## src/rtl/atm_keypad_frontend.sv

```systemverilog
`default_nettype none
// +--------------------------------------------------------------------------+
// | Module      : atm_keypad_frontend                                        |
// | Description : Keypad front end for an ATM core. Assembles account, PIN,  |
// |               menu option, amount and destination fields from key       |
// |               strobes, issues a ready/valid request, captures the       |
// |               one-cycle response and performs inactivity logout.        |
// | Revision    : 1.0 - initial release                                     |
// +--------------------------------------------------------------------------+
// | Ports                                                                    |
// |   clk, reset            system clock, synchronous active-high reset      |
// |   key_valid, key_code   key strobe; 0-9 digit, A ENTER, B CLEAR,          |
// |                         C CANCEL, D-F ignored                            |
// |   req_valid/req_ready   request handshake to the ATM core                |
// |   req_accNumber, req_pin, req_menuOption, req_amount,                    |
// |   req_destinationAcc    request fields, stable while req_valid is high   |
// |   rsp_valid/rsp_error/rsp_balance  one-cycle response from the core      |
// |   exit                  one-cycle logout pulse                           |
// |   key_err               one-cycle pulse for a rejected key               |
// |   disp_state            current state encoding                           |
// |   last_error/last_balance  copy of the most recent response              |
// +--------------------------------------------------------------------------+
module atm_keypad_frontend #(
  parameter int TIMEOUT_CYCLES = 1000
) (
  input  logic        clk,
  input  logic        reset,
  input  logic        key_valid,
  input  logic [3:0]  key_code,
  output logic        req_valid,
  input  logic        req_ready,
  output logic [11:0] req_accNumber,
  output logic [3:0]  req_pin,
  output logic [2:0]  req_menuOption,
  output logic [10:0] req_amount,
  output logic [11:0] req_destinationAcc,
  input  logic        rsp_valid,
  input  logic        rsp_error,
  input  logic [10:0] rsp_balance,
  output logic        exit,
  output logic        key_err,
  output logic [2:0]  disp_state,
  output logic        last_error,
  output logic [10:0] last_balance
);

  typedef enum logic [2:0] {
    ENTER_ACC = 3'd0,
    ENTER_PIN = 3'd1,
    SELECT    = 3'd2,
    AMOUNT    = 3'd3,
    DEST      = 3'd4,
    SEND      = 3'd5,
    WAIT_RSP  = 3'd6
  } state_t;

  localparam logic [3:0] KEY_ENTER  = 4'hA;
  localparam logic [3:0] KEY_CLEAR  = 4'hB;
  localparam logic [3:0] KEY_CANCEL = 4'hC;

  // The idle counter only needs to reach TIMEOUT_CYCLES-1; the timeout fires
  // on the idle cycle that would take it to TIMEOUT_CYCLES.
  localparam int IDLE_W = (TIMEOUT_CYCLES > 1) ? $clog2(TIMEOUT_CYCLES) : 1;
  localparam logic [IDLE_W-1:0] IDLE_LAST = IDLE_W'(TIMEOUT_CYCLES - 1);

  state_t            state;
  logic [2:0]        digit_cnt;
  logic [IDLE_W-1:0] idle_cnt;

  logic [11:0] field_val;
  logic [11:0] field_limit;
  logic [16:0] field_next;
  logic        digit_fits;
  logic        counting;
  logic        key_state;
  logic        timeout_hit;
  logic        do_cancel;

  // Value and ceiling of the field being typed in the current entry state.
  always_comb begin
    field_val   = '0;
    field_limit = '0;
    case (state)
      ENTER_ACC: begin field_val = req_accNumber;             field_limit = 12'd4095; end
      ENTER_PIN: begin field_val = {8'd0, req_pin};           field_limit = 12'd9;    end
      AMOUNT:    begin field_val = {1'b0, req_amount};        field_limit = 12'd2047; end
      DEST:      begin field_val = req_destinationAcc;        field_limit = 12'd4095; end
      default:   begin field_val = '0;                        field_limit = '0;       end
    endcase
  end

  // Wide enough for 4095*10+9 so the limit comparison never wraps.
  assign field_next = ({5'd0, field_val} * 17'd10) + {13'd0, key_code};
  assign digit_fits = (digit_cnt < 3'd4) && (field_next <= {5'd0, field_limit});

  assign counting  = (state == ENTER_PIN) || (state == SELECT) ||
                     (state == AMOUNT)    || (state == DEST);
  assign key_state = (state != SEND) && (state != WAIT_RSP);

  // A key in the same cycle resets the counter, so a coincident CANCEL and
  // timeout collapse into one cancel and one exit pulse.
  assign timeout_hit = counting && !key_valid && (idle_cnt == IDLE_LAST);
  assign do_cancel   = key_state &&
                       (timeout_hit || (key_valid && (key_code == KEY_CANCEL)));

  assign req_valid  = (state == SEND);
  assign disp_state = state;

  always_ff @(posedge clk) begin
    if (reset) begin
      state              <= ENTER_ACC;
      digit_cnt          <= '0;
      idle_cnt           <= '0;
      req_accNumber      <= '0;
      req_pin            <= '0;
      req_menuOption     <= '0;
      req_amount         <= '0;
      req_destinationAcc <= '0;
      exit               <= 1'b0;
      key_err            <= 1'b0;
      last_error         <= 1'b0;
      last_balance       <= '0;
    end else begin
      exit    <= 1'b0;
      key_err <= 1'b0;

      // Held at zero outside the counting states, which also covers the
      // clear-on-state-change rule for every transition into them.
      if (!counting || key_valid || timeout_hit) begin
        idle_cnt <= '0;
      end else begin
        idle_cnt <= idle_cnt + IDLE_W'(1);
      end

      if (do_cancel) begin
        exit               <= 1'b1;
        state              <= ENTER_ACC;
        digit_cnt          <= '0;
        req_accNumber      <= '0;
        req_pin            <= '0;
        req_menuOption     <= '0;
        req_amount         <= '0;
        req_destinationAcc <= '0;
      end else begin
        case (state)
          SEND: begin
            if (req_ready) state <= WAIT_RSP;
          end

          WAIT_RSP: begin
            if (rsp_valid) begin
              last_error   <= rsp_error;
              last_balance <= rsp_balance;
              digit_cnt    <= '0;
              if ((req_menuOption == 3'd0) && rsp_error) begin
                state         <= ENTER_ACC;
                req_accNumber <= '0;
                req_pin       <= '0;
              end else begin
                state              <= SELECT;
                req_amount         <= '0;
                req_destinationAcc <= '0;
              end
            end
          end

          SELECT: begin
            if (key_valid) begin
              if ((key_code >= 4'd3) && (key_code <= 4'd6)) begin
                req_menuOption <= key_code[2:0];
                digit_cnt      <= '0;
                if (key_code == 4'd3)      state <= SEND;
                else if (key_code == 4'd6) state <= DEST;
                else                       state <= AMOUNT;
              end else if (key_code <= KEY_CLEAR) begin
                key_err <= 1'b1;
              end
            end
          end

          ENTER_ACC, ENTER_PIN, AMOUNT, DEST: begin
            if (key_valid) begin
              if (key_code <= 4'd9) begin
                if (digit_fits) begin
                  digit_cnt <= digit_cnt + 3'd1;
                  case (state)
                    ENTER_ACC: req_accNumber      <= field_next[11:0];
                    ENTER_PIN: req_pin            <= field_next[3:0];
                    AMOUNT:    req_amount         <= field_next[10:0];
                    default:   req_destinationAcc <= field_next[11:0];
                  endcase
                end else begin
                  key_err <= 1'b1;
                end
              end else if (key_code == KEY_ENTER) begin
                if (digit_cnt == 3'd0) begin
                  key_err <= 1'b1;
                end else begin
                  digit_cnt <= '0;
                  case (state)
                    ENTER_ACC: state <= ENTER_PIN;
                    ENTER_PIN: begin
                      state          <= SEND;
                      req_menuOption <= 3'd0;
                    end
                    DEST:      state <= AMOUNT;
                    default:   state <= SEND;
                  endcase
                end
              end else if (key_code == KEY_CLEAR) begin
                digit_cnt <= '0;
                case (state)
                  ENTER_ACC: req_accNumber      <= '0;
                  ENTER_PIN: req_pin            <= '0;
                  AMOUNT:    req_amount         <= '0;
                  default:   req_destinationAcc <= '0;
                endcase
              end
            end
          end

          default: state <= ENTER_ACC;
        endcase
      end
    end
  end

endmodule
`default_nettype wire

```

## config.mk

```make
export PLATFORM = sky130hd
export DESIGN_NAME = atm_keypad_frontend
export DESIGN_NICKNAME = d
export VERILOG_FILES = /design/src/rtl/atm_keypad_frontend.sv
export SDC_FILE = /design/constraint.sdc
export NUM_CORES = 1
export LEC_CHECK = 0
export ABC_CLOCK_PERIOD_IN_PS = 6800
export CORE_MARGIN = 2
export CORE_UTILIZATION = 55
export DETAILED_ROUTE_END_ITERATION = 10
export DONT_BUFFER_PORTS = 1
export PLACE_DENSITY = 0.7
export SLEW_MARGIN = 5
export SYNTH_ARGS = -nofsm -noshare
export SYNTH_HDL_FRONTEND = slang
export SYNTH_SLANG_ARGS = --single-unit
export TNS_END_PERCENT = 1
```

## constraint.sdc

```tcl
create_clock -name clk -period 6.8 [get_ports clk]
set_clock_uncertainty 0.2 [all_clocks]
set_input_delay 0 -clock clk [delete_from_list [all_inputs] [get_ports clk]]
set_output_delay 0 -clock clk [all_outputs]
set_load 0.05 [all_outputs]
```

== Word-level counts from Yosys, hierarchy flattened ==
Cells that the tools add are included.
Word-level totals
  flip-flop bits (word level): 72
  input bits: 21
  output and inout bits: 60
  word-level logic and storage cells: 178
Operators by class
  add/subtract/negate cells: 3
  multipliers: 1
  magnitude comparators: 6
  equality and inequality tests: 37
  muxes and demuxes: 83
  bitwise gates (word level): 1
  reduce and logical (&&, ||, !) cells: 35
Operators by type and width (number)
  12-bit two-way mux: 18
  11-bit two-way mux: 9
  3-bit two-way mux: 26
  12-bit case mux with 2 select lines: 2
  12-bit case mux with 4 select lines: 1
  4-bit two-way mux: 9
  12-bit case mux with 3 select lines: 1
  3-bit != test (second input constant): 11
  8-bit AND reduction: 4
  9-bit AND reduction: 3
  11-bit case mux with 2 select lines: 1
  2-bit != test (second input constant): 10
  16-bit by 4-bit adder with 17-bit output: 1
  17-bit by 12-bit less-or-equal comparator with 1-bit output: 1
  12-bit by 3-bit multiplier with 15-bit output (second input constant): 1
  4-bit equality test (second input constant): 3
  3-bit case mux with 2 select lines: 2
  3-bit case mux with 4 select lines: 1
  10-bit by 1-bit adder with 10-bit output (second input constant): 1
  10-bit equality test (second input constant): 1
  3-bit equality test (second input constant): 3
  3-bit zero test: 3
  1-bit two-way mux: 9
  3-bit case mux with 3 select lines: 1
  24 further kinds: 44

== Longest topological paths before layout ==
Gate-level depths: netlist of run 1.
  depth in word-level cells: 10
  depth in mapped cells: 27
  gate-level depth less buffers: 23

== Least setup slack after synthesis of run 1 ==
OpenSTA, ideal clock, no wires.
  path kind: reg2reg
  start point: register state[2] (netlist: disp_state[2])
  end point: register req_accNumber[0]
  setup time: 122 ps
  arrival time: 6044 ps
  data required time: 6478 ps
  setup slack: 434 ps
  stages on the path, launching flop included: 27
  path buffers: 5
  period minus slack after synthesis: 6366 ps
  cells stage by stage: dfxtp_1 -> buf_4 -> clkbuf_1 -> buf_1 -> buf_1 -> nor2_1 -> a21oi_1 -> o21ai_0 -> ha_1 -> ha_1 -> fa_1 -> xnor2_1 -> nand3b_1 -> or3_1 -> o31ai_1 -> o221ai_1 -> xor2_1 -> ha_1 -> nand4_1 -> nor3_1 -> a21oi_1 -> o21a_1 -> a211o_1 -> mux2i_4 -> a31oi_4 -> buf_6 -> mux2i_1
On the way
  cells in the longest elaborated chain, start to end: 9
  elaborated cells on any way between the ends: 35
  those cells by class: add/sub (1); mul (1); order compare (1); eq/ne (14); mux (3); reduce/logical (15)
Ends and longest elaborated chain
  from (decl): line 66  | state_t state;
  from (signal assigned): line 111  | state <= ENTER_ACC;
  from (signal assigned): line 137  | state <= ENTER_ACC;
  from (signal assigned): line 147  | if (req_ready) state <= WAIT_RSP;
  branches (longest 9 deep; another with 16-bit by 4-bit adder with 17-bit output)
  to (signal assigned): line 187  | ENTER_ACC: req_accNumber <= field_next[11:0];
  to (decl): line 32  | output logic [11:0] req_accNumber,
Several ways; the timed one is not identified.
A chain may end at the register's enable or synchronous reset.

== Final worst setup path of run 1 ==
  start point: register state[0] (netlist: disp_state[0])
  end point: register key_err
On the way
  cells in the longest elaborated chain, start to end: 10
  elaborated cells on any way between the ends: 28
  those cells by class: add/sub (1); mul (1); order compare (1); eq/ne (6); mux (6); reduce/logical (13)
Ends and longest elaborated chain
  3-bit equality test, or another cell as far along: line 83, 97, 145
  12-bit case mux with 4 select lines: line 83  | case (state)
  12-bit by 3-bit multiplier with 15-bit output: line 93  | assign field_next = ({5'd0, field_val} * 17'd10) + {13'd0, key_code};
  16-bit by 4-bit adder with 17-bit output: line 93
  17-bit by 12-bit less-or-equal comparator with 1-bit output: line 94  | assign digit_fits = (digit_cnt < 3'd4) && (field_next <= {5'd0, field_limit});
  1-bit logical AND: line 94
  1-bit two-way mux: line 184  | if (digit_fits) begin
  1-bit two-way mux: line 183  | if (key_code <= 4'd9) begin
  1-bit two-way mux: line 182  | if (key_valid) begin
  1-bit case mux with 2 select lines: line 145  | case (state)
  to (signal assigned): line 176  | key_err <= 1'b1;
  to (signal assigned): line 193  | key_err <= 1'b1;
  to (signal assigned): line 197  | key_err <= 1'b1;
  to (decl): line 41  | output logic key_err,
Parallel ways exist; a longest one is shown, timed or not.

==> results.sh, run 1 <==
export IMPL_avgSynthCellArea_um2=8.16
export IMPL_place_congestion=0.940
export IMPL_run_status="finished clean"
export IMPL_coreArea_um2=9110
export IMPL_grt_setup_unrepaired="false"
export IMPL_die_height_um=100
export IMPL_power_frac_seq_pct=48.1
export IMPL_cellInternalPower_mw=0.631
export IMPL_hold_violations=0
export IMPL_p_per_area_nw_per_um2=163
export IMPL_grt_use_total_pct=28.3
export IMPL_max_cap_violations=0
export IMPL_netlist_area_um2=5070
export IMPL_routed_via_count=4775
export IMPL_min_period_over_period_pct=93.8
export IMPL_ios=81
export IMPL_crit_start_category="register"
export IMPL_root_buffer="clkbuf_8"
export IMPL_cts_tree="yes"
export IMPL_max_slew_worst_pin_slew_ns=0.871
export IMPL_hold_ws_ns=0.0138
export IMPL_switching_share_pct=31.5
export IMPL_synth_largest_type_area_fraction_pct=28.4
export IMPL_place_area_um2=5120
export IMPL_total_count_of_max_transition_violations_in_the_final_report=0
export IMPL_crit_path_end_kind="register"
export IMPL_worst_path_max_delay_cell="dfxtp_1"
export IMPL_switching_power_mw=0.290
export IMPL_grt_antenna_before_repair=1
export IMPL_initialDrtViolationCount=229
export IMPL_power_combinational_fraction_pct=16.1
export IMPL_route_final_wire_length_um=14100
export IMPL_numCtsBuffers=9
export IMPL_maximum_number_of_pins_on_one_net_before_global_route_repair=57
export IMPL_max_freq_ghz=0.157
export IMPL_min_delay_path_class="primary input to register"
export IMPL_leakagePower_nw=2.33
export IMPL_gr_total_overflow=0
export IMPL_number_of_enable_flip_flop_cells_after_synthesis=0
export IMPL_cts_htree_levels=3
export IMPL_post_synth_top_area_cell="dfxtp_1"
export IMPL_placementRows=35
export IMPL_post_cts_setup_buffer_count=0
export IMPL_ys_seq_area_share_pct=28.4
export IMPL_first_global_vias=4676
export IMPL_yosysUniqueCellTypes=78
export IMPL_start_util_pct=55.7
export IMPL_via_density=6.29
export IMPL_crit_path_max_incr_delay_ns=0.65
export IMPL_port_buffers=0
export IMPL_yosysWarningCount=0
export IMPL_power_frac_clock_pct=35.8
export IMPL_synth_ff_latch_count=72
export IMPL_setup_tns_ns=0
export IMPL_finalCriticalPeriod_ns=6.38
export IMPL_arrival_ns=6.43
export IMPL_crit_path_max_fanout=13
export IMPL_syn2layout_area_growth_pct=11.8
export IMPL_post_drt_wl_per_cell_um=18.6
export IMPL_postSynth_asyncResetShare_pct=0
export IMPL_dp_hpwl_um=9590
export IMPL_fin_cells=759
export IMPL_cts_sinks=72
export IMPL_drcViolationCount=0
export IMPL_critical_path_cell_chain="inv_1 > nor2_1 > buf_4 > nand2_1 > o21ai_0 > xor2_1 > ha_1 > o21ai_0 > nor2_1 > or3_1 > o31ai_1 > o221ai_1 > xor2_1 > ha_1 > nand4_1 > nor3_1 > a21oi_1 > o21a_1 > a211o_1 > mux2i_4 > a21bo_2 > a31oi_1 > dlygate4sd3_1"
export IMPL_ctsHoldBuffers=36
export IMPL_drt_antenna_violating_nets=0
export IMPL_worst_endpoint_required_ns=6.85
export IMPL_cts_resized_gates=0
export IMPL_worst_setup_hold_path_clk_slew_ns=0.09
export IMPL_ctsLongestPathBuffers=2
export IMPL_layout_nets=699
export IMPL_synth_fp_nets=678
export IMPL_die_area_um2=10000
export IMPL_synth_top_flop_cell="dfxtp_1"
export IMPL_die_width_um=100
export IMPL_maxSlewHeadroom_pct=41.1
export IMPL_setup_worst_path_class="register to register"
export IMPL_clock_latency_at_the_later_pin_of_the_worst_skew_pair_ns=0.36
export IMPL_drive_above_1_share_pct=7.73
export IMPL_first_pass_grt_wire_length_um=22900
export IMPL_ir_worst_vdd_mv=0.0992
export IMPL_numPlacedInstances=706
export IMPL_drt_pre_antenna_iters=4
export IMPL_synth_cells=621
export IMPL_netlist_top_cells_area="dfxtp_1 28%, mux2i_1 11%, ha_1 8.6%, nand2_1 7.0%, a21oi_1 4.5%"
export IMPL_finalSetupViolations=0
export IMPL_final_standard_cell_area_without_fillers_um2=5670
## stage by stage
step	power, mW	setup slack (ns)	util, %
6_report	0.921	0.424	62.2
3_3_place_gp	0.580	0.924	56.3
2_1_floorplan	0.559	0.434	-
4_1_cts	0.922	0.493	62.2
3_5_place_dp	0.583	0.752	56.3
5_1_grt	0.953	0.00778	62.2
## layout by cell type, fill, tap and decap left out, types with 3 or more instances in the layout
cell / n
a311oi_1: 4
a31oi_1: 4
a21oi_1: 46
o22ai_1: 5
o211ai_1: 6
nand4b_1: 4
nand3_1: 28
inv_6: 3
nor3b_1: 4
o31ai_1: 3
inv_1: 13
dlygate4sd3_1: 36
a21o_1: 4
buf_4: 11
and2_1: 4
o21ai_0: 23
ha_1: 35
nand3b_1: 4
xnor2_1: 11
and3_1: 7
nand4_1: 7
mux2i_1: 54
clkbuf_8: 10
nor2_1: 45
xor2_1: 17
nor3_1: 6
nor4_1: 3
nand2_1: 94
dfxtp_1: 71
o21a_1: 3
nand2b_1: 5
o22a_1: 3
nor2b_1: 14
## cell type report
| class | count | area (µm²) |
|---|---|---|
| clock inverters | 5 | 38.8 |
| clock buffers | 11 | 141 |
| diodes | 1 | 2.50 |
| fillers | 813 | 3440 |
| repair buffers | 47 | 443 |
| inverters | 14 | 52.6 |
| multi-input cells | 498 | 3410 |
| flip-flops and latches | 72 | 1440 |
| well taps | 111 | 139 |
## metal layers
layer / up-vias / global-route usage, % / share of wire (%)
met5: - / 0 / 0
met4: 0 / 11.4 / 2.9
met3: 40 / 7.24 / 7.6
met2: 204 / 48.1 / 48
met1: 2250 / 34.3 / 42
li1: 2281 / - / -
## power by group through the flow
stage	clock network [mW]	registers, mW	logic [mW]
after global routing	0.349	0.444	0.161
after detailed placement	0	0.453	0.130
after CTS	0.333	0.443	0.146
final	0.330	0.443	0.148
after floorplan	0	0.456	0.103
after global placement	0	0.453	0.127
## critical path: cells and delay by family, from the launching register on
kind / cells / cell delay (ns)
flip-flops: 1 / 0.65
adder cells (fa/ha/maj): 2 / 0.69
multiplexers: 1 / 0.40
XOR/XNOR: 2 / 0.31
AND/OR/NAND/NOR: 6 / 1.28
AO/OA/AOI/OAI: 9 / 1.72
buffers and inverters: 3 / 1.02
## cell usage after synthesis, types with 3 or more instances
master,n
nor2b_1,14
nor3b_1,4
clkbuf_1,24
nand4b_1,4
nand3b_1,4
nand2_1,94
nor2_1,46
dfxtp_1,72
xnor2_1,11
a311oi_1,4
o21a_1,3
buf_6,3
ha_1,35
buf_1,3
nand3_1,28
inv_1,13
and2_1,4
and3_1,7
o211ai_1,6
o31ai_1,3
o22a_1,3
a21o_1,4
nand4_1,7
o21ai_0,23
nor4_1,3
a21oi_1,46
nor3_1,6
buf_2,5
xor2_1,17
mux2i_1,54
a31oi_1,4
nand2b_1,5
o22ai_1,5
## flip-flops by register name (all words and copies together) (netlist names)
name,flops
req_amount,11
req_pin,4
key_err,1
digit_cnt,3
req_menuOption,3
idle_cnt,10
req_accNumber,12
last_error,1
req_destinationAcc,12
last_balance,11
disp_state,3
exit,1
## kinds of logic after synthesis
kind of cell	count (synthesis)	synth area share (%)
xor+xnor	28	4.84
simple gates	241	23.3
compound gates	137	18.6
flops	72	28.4
fa+ha+maj	37	9.23
buf+inv	51	4.49
mux	55	11.1
## worst paths after layout
path                 start  slack, ns       endpoint  cells after the start
max reg2reg  disp_state[0]       0.42        key_err                     23
min              rsp_valid       0.01  disp_state[0]                      5
max          disp_state[0]       0.42        key_err                     23
min reg2reg    idle_cnt[0]       0.31    idle_cnt[0]                      1
Power figures use the tool's default switching activity.
==> run 2: changes to the inputs <==
--- a/config.mk
+++ b/config.mk
@@ -6,11 +6,11 @@
 export NUM_CORES = 1
 export LEC_CHECK = 0
 export ABC_CLOCK_PERIOD_IN_PS = 6800
+export BUFFER_PORTS_ARGS = -buffer_cell sky130_fd_sc_hd__buf_4
 export CORE_MARGIN = 2
 export CORE_UTILIZATION = 55
 export DETAILED_ROUTE_END_ITERATION = 10
-export DONT_BUFFER_PORTS = 1
-export PLACE_DENSITY = 0.7
+export PLACE_DENSITY = 0.78
 export SLEW_MARGIN = 5
 export SYNTH_ARGS = -nofsm -noshare
 export SYNTH_HDL_FRONTEND = slang
==> run 2 against run 1 <==
Net effect:
- clock-buffer cell count down 1
- non-clock buffer count up 68
- sequential cell count unchanged
- largest power group unchanged
==> results.sh, run 2 (same netlist as run 1, synthesis figures left out) <==
export IMPL_crit_path_max_fanout=22
export IMPL_die_area_um2=10000
export IMPL_run_status="finished clean"
export IMPL_layout_nets=767
export IMPL_ctsLongestPathBuffers=2
export IMPL_initialDrtViolationCount=292
export IMPL_ios=81
export IMPL_hold_violations=0
export IMPL_finalCriticalPeriod_ns=6.33
export IMPL_numCtsBuffers=9
export IMPL_path_delay_family="compound AO/OA/AOI/OAI gates"
export IMPL_cts_sinks=72
export IMPL_placementRows=35
export IMPL_final_cell_mix="94 x nand2_1, 85 x buf_4, 72 x dfxtp_1"
export IMPL_cts_tree="yes"
export IMPL_drt_antenna_violating_nets=0
export IMPL_coreArea_um2=9110
export IMPL_crit_path_max_incr_delay_ns=0.75
export IMPL_drcViolationCount=0
export IMPL_max_cap_violations=0
export IMPL_worst_setup_hold_path_clk_slew_ns=0.08
export IMPL_maxSlewHeadroom_pct=33.0
export IMPL_leakagePower_nw=2.78
export IMPL_gr_total_overflow=0
export IMPL_crit_reg2reg_launch="disp_state[2]"
export IMPL_place_congestion=0.932
export IMPL_timing_hold_worst_path_depth=4
export IMPL_worst_path_max_delay_cell="a21oi_2"
export IMPL_critical_path_cell_chain="buf_4 > nand2b_1 > nor2_1 > a21oi_1 > xor2_1 > ha_1 > a211oi_2 > nor2_1 > or3_1 > o31ai_1 > o221ai_1 > xor2_1 > ha_1 > nand4_1 > a311oi_1 > o21ai_0 > o211ai_1 > mux2i_4 > a21oi_2 > mux2i_1"
export IMPL_via_density=6.03
export IMPL_maximum_number_of_pins_on_one_net_before_global_route_repair=57
export IMPL_dp_hpwl_um=10500
export IMPL_start_util_pct=55.7
export IMPL_grt_use_met3_pct=5.22
export IMPL_die_width_um=100
export IMPL_worst_endpoint_required_ns=6.88
export IMPL_grt_antenna_before_repair=0
export IMPL_min_delay_path_class="primary input to register"
export IMPL_port_buffers=80
export IMPL_globalRouteMet1Util_pct=35.0
export IMPL_critical_path_buf_inv_count=1
export IMPL_num_antenna_cells=0
export IMPL_max_slew_worst_pin_slew_ns=0.990
export IMPL_drive_above_1_share_pct=17.2
export IMPL_root_buffer="clkbuf_8"
export IMPL_arrival_ns=6.41
export IMPL_p_total_mw=0.993
export IMPL_busiest_layer="met2"
export IMPL_p_per_area_nw_per_um2=160
export IMPL_hold_path_end="disp_state[0]"
export IMPL_first_global_vias=4762
export IMPL_max_freq_ghz=0.158
export IMPL_setup_tns_ns=0
export IMPL_crit_start_category="register"
export IMPL_grt_met2_usage_pct=51.1
export IMPL_finalSetupViolations=0
export IMPL_setup_worst_path_class="register to register"
export IMPL_first_pass_grt_wire_length_um=23300
export IMPL_grt_use_total_pct=29.1
export IMPL_n_fill_cell=731
export IMPL_crit_path_end_kind="register"
export IMPL_total_count_of_max_transition_violations_in_the_final_report=0
export IMPL_routed_via_count=4983
export IMPL_ir_worst_vdd_mv=0.109
export IMPL_worst_r2r_endpoint="req_amount[8]"
export IMPL_min_delay_start="key_code[3]"
export IMPL_grt_setup_unrepaired="false"
export IMPL_r2r_slack_ns=0.47
export IMPL_die_height_um=100
export IMPL_clock_latency_at_the_later_pin_of_the_worst_skew_pair_ns=0.36
export IMPL_layout_cells_most_common="nand2_1"
export IMPL_min_period_over_period_pct=93.1
export IMPL_cts_htree_levels=3
export IMPL_syn2layout_area_growth_pct=22.3
export IMPL_post_drt_wl_per_cell_um=17.8
export IMPL_drt_pre_antenna_iters=5
export IMPL_reg2reg_depth=20
export IMPL_route_final_wire_length_um=14700
export IMPL_top_regs="req_accNumber: 12 flops, req_destinationAcc: 12 flops"
## run 2: cell types whose count changed in the layout (fill, tap and decap cells not counted), sizes merged
cell,previous run,this run
buf,11,85
dlygate4sd3,36,30
bufinv,0,2
clkinv,1,3
inv,17,15
clkbuf,11,10
clkinvlp,1,0
diode,1,0
## run 2: power breakdown
group | switching, mW | leakage (nW) | total (mW) | internal, mW
Sequential | 0.00488 | 0.581 | 0.431 | 0.427
Clock | 0.177 | 0.111 | 0.386 | 0.209
Combinational | 0.108 | 2.09 | 0.176 | 0.0678
## run 2: worst max path at each step
stage	to	depth (start not counted)	startpoint
CTS	req_amount[8]	20	disp_state[2]
detailed placement	req_amount[8]	20	disp_state[2]
global placement	req_amount[9]	20	disp_state[2]
global route	req_amount[0]	20	disp_state[2]
finish	req_amount[8]	20	disp_state[2]
floorplan	req_accNumber[0]	26	disp_state[2]
## run 2: cell type report
type / count / area [µm²] / share of cell area, %
clock buffers: 10 / 128 / 2.06
inverters: 14 / 52.6 / 0.848
multi-input cells: 498 / 3410 / 55.0
well taps: 111 / 139 / 2.24
repair buffers: 115 / 938 / 15.1
flip-flops and latches: 72 / 1440 / 23.3
clock inverters: 6 / 91.3 / 1.47
## run 2: worst reg2reg max path: cells and delay by family, from the launching register on
kind | cells | cell delay, ns
AOI/OAI and AO/OA | 8 | 2.48
xor gates and xnor gates | 2 | 0.51
adders and majority gates | 2 | 0.60
buffers and inverters | 1 | 0.23
DFF | 1 | 0.37
muxes | 2 | 0.48
and+or+nand+nor | 5 | 1.38
## run 2: timing repair
item / CTS / global route
resized for setup: 0 / 0
hold buffers: 30 / 0
hold endpoints to repair: 22 / 0
buffers inserted: 0 / 0
## run 2: metal layers
layer	vias to the layer above	part of all wire [%]
met3	35	6.4
met5	-	0
met4	0	3.0
met1	2369	42
met2	174	49
li1	2405	-
## run 2: metrics by stage
step,util [%],instance area [µm²],hold WS [ns],std cells,worst slack (ns)
global route,68.0,6200,0.0488,826,0.0623
floorplan,-,5070,-0.131,621,0.434
CTS,68.0,6200,0.0258,826,0.556
finish,68.0,6200,0.0277,826,0.470
global placement,62.3,5680,0.0504,780,0.932
detailed placement,62.3,5680,0.0594,780,0.612
==> run 3: changes to the inputs <==
--- a/config.mk
+++ b/config.mk
@@ -8,9 +8,9 @@
 export ABC_CLOCK_PERIOD_IN_PS = 6800
 export BUFFER_PORTS_ARGS = -buffer_cell sky130_fd_sc_hd__buf_4
 export CORE_MARGIN = 2
-export CORE_UTILIZATION = 55
+export CORE_UTILIZATION = 50
 export DETAILED_ROUTE_END_ITERATION = 10
-export PLACE_DENSITY = 0.78
+export PLACE_DENSITY = 0.72
 export SLEW_MARGIN = 5
 export SYNTH_ARGS = -nofsm -noshare
 export SYNTH_HDL_FRONTEND = slang
==> run 3 against run 2 <==
Net effect:
- largest power group unchanged
- sequential power about the same
- die area increased by 9.6%
- power increased by 0.14%
- cell area increased by 0.44%
- highest routed layer unchanged
==> results.sh, run 3 (same netlist as run 1, synthesis figures left out) <==
export IMPL_port_buffers=80
export IMPL_first_pass_grt_wire_length_um=23800
export IMPL_layout_cells_most_common="nand2_1"
export IMPL_n_fill_cell=848
export IMPL_switching_share_pct=29.3
export IMPL_grt_use_total_pct=26.5
export IMPL_finalCriticalPeriod_ns=6.08
export IMPL_leakagePower_nw=2.78
export IMPL_numPlacedInstances=802
export IMPL_grt_setup_unrepaired="false"
export IMPL_arrival_ns=6.16
export IMPL_num_antenna_cells=0
export IMPL_worst_endpoint_required_ns=6.88
export IMPL_p_total_mw=0.994
export IMPL_clock_latency_at_the_later_pin_of_the_worst_skew_pair_ns=0.36
export IMPL_post_cts_setup_buffer_count=0
export IMPL_hold_ws_ns=0.0306
export IMPL_p_per_area_nw_per_um2=160
export IMPL_finalSetupViolations=0
export IMPL_power_frac_seq_pct=43.4
export IMPL_drcViolationCount=0
export IMPL_maxSlewHeadroom_pct=35.1
export IMPL_root_buffer="clkbuf_8"
export IMPL_top_regs="req_accNumber: 12 flops, req_destinationAcc: 12 flops"
export IMPL_dp_hpwl_um=10200
export IMPL_ir_worst_vdd_mv=0.122
export IMPL_ctsLongestPathBuffers=2
export IMPL_start_util_pct=51.6
export IMPL_route_final_wire_length_um=14500
export IMPL_globalRouteMet1Util_pct=32.7
export IMPL_grt_met2_usage_pct=46.5
export IMPL_switching_power_mw=0.292
export IMPL_crit_start_category="register"
export IMPL_routed_via_count=4992
export IMPL_power_frac_clock_pct=39.0
export IMPL_finish_utilization_pct=63.4
export IMPL_die_area_um2=11000
export IMPL_first_global_vias=4735
export IMPL_multi_input_area_um2=3410
export IMPL_syn2layout_area_growth_pct=22.8
export IMPL_setup_tns_ns=0
export IMPL_layout_nets=767
export IMPL_place_congestion=0.928
export IMPL_ios=81
export IMPL_post_drt_wl_per_cell_um=17.1
export IMPL_min_delay_path_class="primary input to register"
export IMPL_run_status="finished clean"
export IMPL_die_width_um=105
export IMPL_gr_total_overflow=0
export IMPL_hold_violations=0
export IMPL_total_count_of_max_transition_violations_in_the_final_report=0
export IMPL_initialDrtViolationCount=304
export IMPL_fin_cells=848
export IMPL_final_cell_mix="94 x nand2_1, 85 x buf_4, 72 x dfxtp_1"
export IMPL_drt_pre_antenna_iters=5
export IMPL_crit_path_max_fanout=11
export IMPL_timing_hold_worst_path_depth=4
export IMPL_cts_tree="yes"
export IMPL_die_height_um=105
export IMPL_maximum_number_of_pins_on_one_net_before_global_route_repair=57
export IMPL_busiest_layer="met2"
export IMPL_placementRows=36
export IMPL_cellInternalPower_mw=0.703
export IMPL_setup_worst_path_class="register to register"
export IMPL_drt_antenna_violating_nets=0
export IMPL_crit_path_end_kind="register"
export IMPL_max_slew_worst_pin_slew_ns=0.973
export IMPL_numCtsBuffers=9
export IMPL_max_cap_violations=0
export IMPL_power_combinational_fraction_pct=17.6
export IMPL_grt_antenna_before_repair=0
export IMPL_cts_htree_levels=3
export IMPL_max_freq_ghz=0.165
export IMPL_drive_above_1_share_pct=17.2
export IMPL_combined_flip_flop_and_latch_cell_area_um2=1440
export IMPL_worst_setup_hold_path_clk_slew_ns=0.08
export IMPL_cts_sinks=72
export IMPL_grt_use_met3_pct=3.56
export IMPL_via_density=5.89
export IMPL_min_period_over_period_pct=89.4
export IMPL_reg2reg_depth=19
export IMPL_coreArea_um2=9820
## run 3: cell counts in the layout (fill, tap and decap cells not counted)
Identical to the previous run, type by type.
## run 3: path summary, 6_finish.rpt
kind                    endpoint  slack, ns     startpoint
hold / removal     disp_state[0]       0.03    key_code[3]
setup / recovery  req_amount[10]       0.72  disp_state[2]
setup reg to reg  req_amount[10]       0.72  disp_state[2]
hold reg to reg      idle_cnt[0]       0.27    idle_cnt[0]
## run 3: area by class of cell
| type | count | share of cell area, % |
|---|---|---|
| Inverter | 14 | 0.844 |
| Clock inverter | 6 | 1.47 |
| Timing Repair Buffer | 115 | 15.1 |
| Sequential cell | 72 | 23.2 |
| Multi-Input combinational cell | 498 | 54.7 |
| Clock buffer | 10 | 2.05 |
| Tap cell | 133 | 2.67 |
## run 3: power groups by stage
stage                     Clock (mW)  Sequential (mW)  Combinational, mW
after floorplan                    0            0.456              0.103
after global placement             0            0.442              0.161
after detailed placement           0            0.441              0.163
after CTS                      0.389            0.431              0.173
after global routing           0.410            0.432              0.190
final                          0.388            0.431              0.175
## run 3: repair_timing
item,in CTS,in global routing
endpoints found under the hold margin,23,0
resized for setup,0,0
hold buffers,30,0
## run 3: per-layer routing
layer,routed length [µm],vias to the layer above
li1,-,2410
met1,6180,2364
met2,7140,183
met3,847,35
met4,374,0
met5,0,-
## run 3: critical path: stages (launching register included)
cell      delay (ns)
dfxtp_1         0.35
nand2b_1        0.17
nor2_1          0.55
a21oi_1         0.31
xor2_1          0.35
ha_1            0.30
a211oi_2        0.32
nor2_1          0.15
or3_1           0.43
o31ai_1         0.23
o221ai_1        0.16
xor2_1          0.18
ha_1            0.32
nand4_1         0.14
a311oi_1        0.28
o21ai_0         0.14
o211ai_1        0.15
mux2i_4         0.19
a21oi_2         0.81
mux2i_1         0.29
## run 3: stage by stage
stage	worst slack (ns)	instance area, µm²
floorplan	0.434	5070
global placement	1.04	5710
detailed placement	0.748	5710
CTS	0.735	6230
global route	0.213	6230
finish	0.723	6230
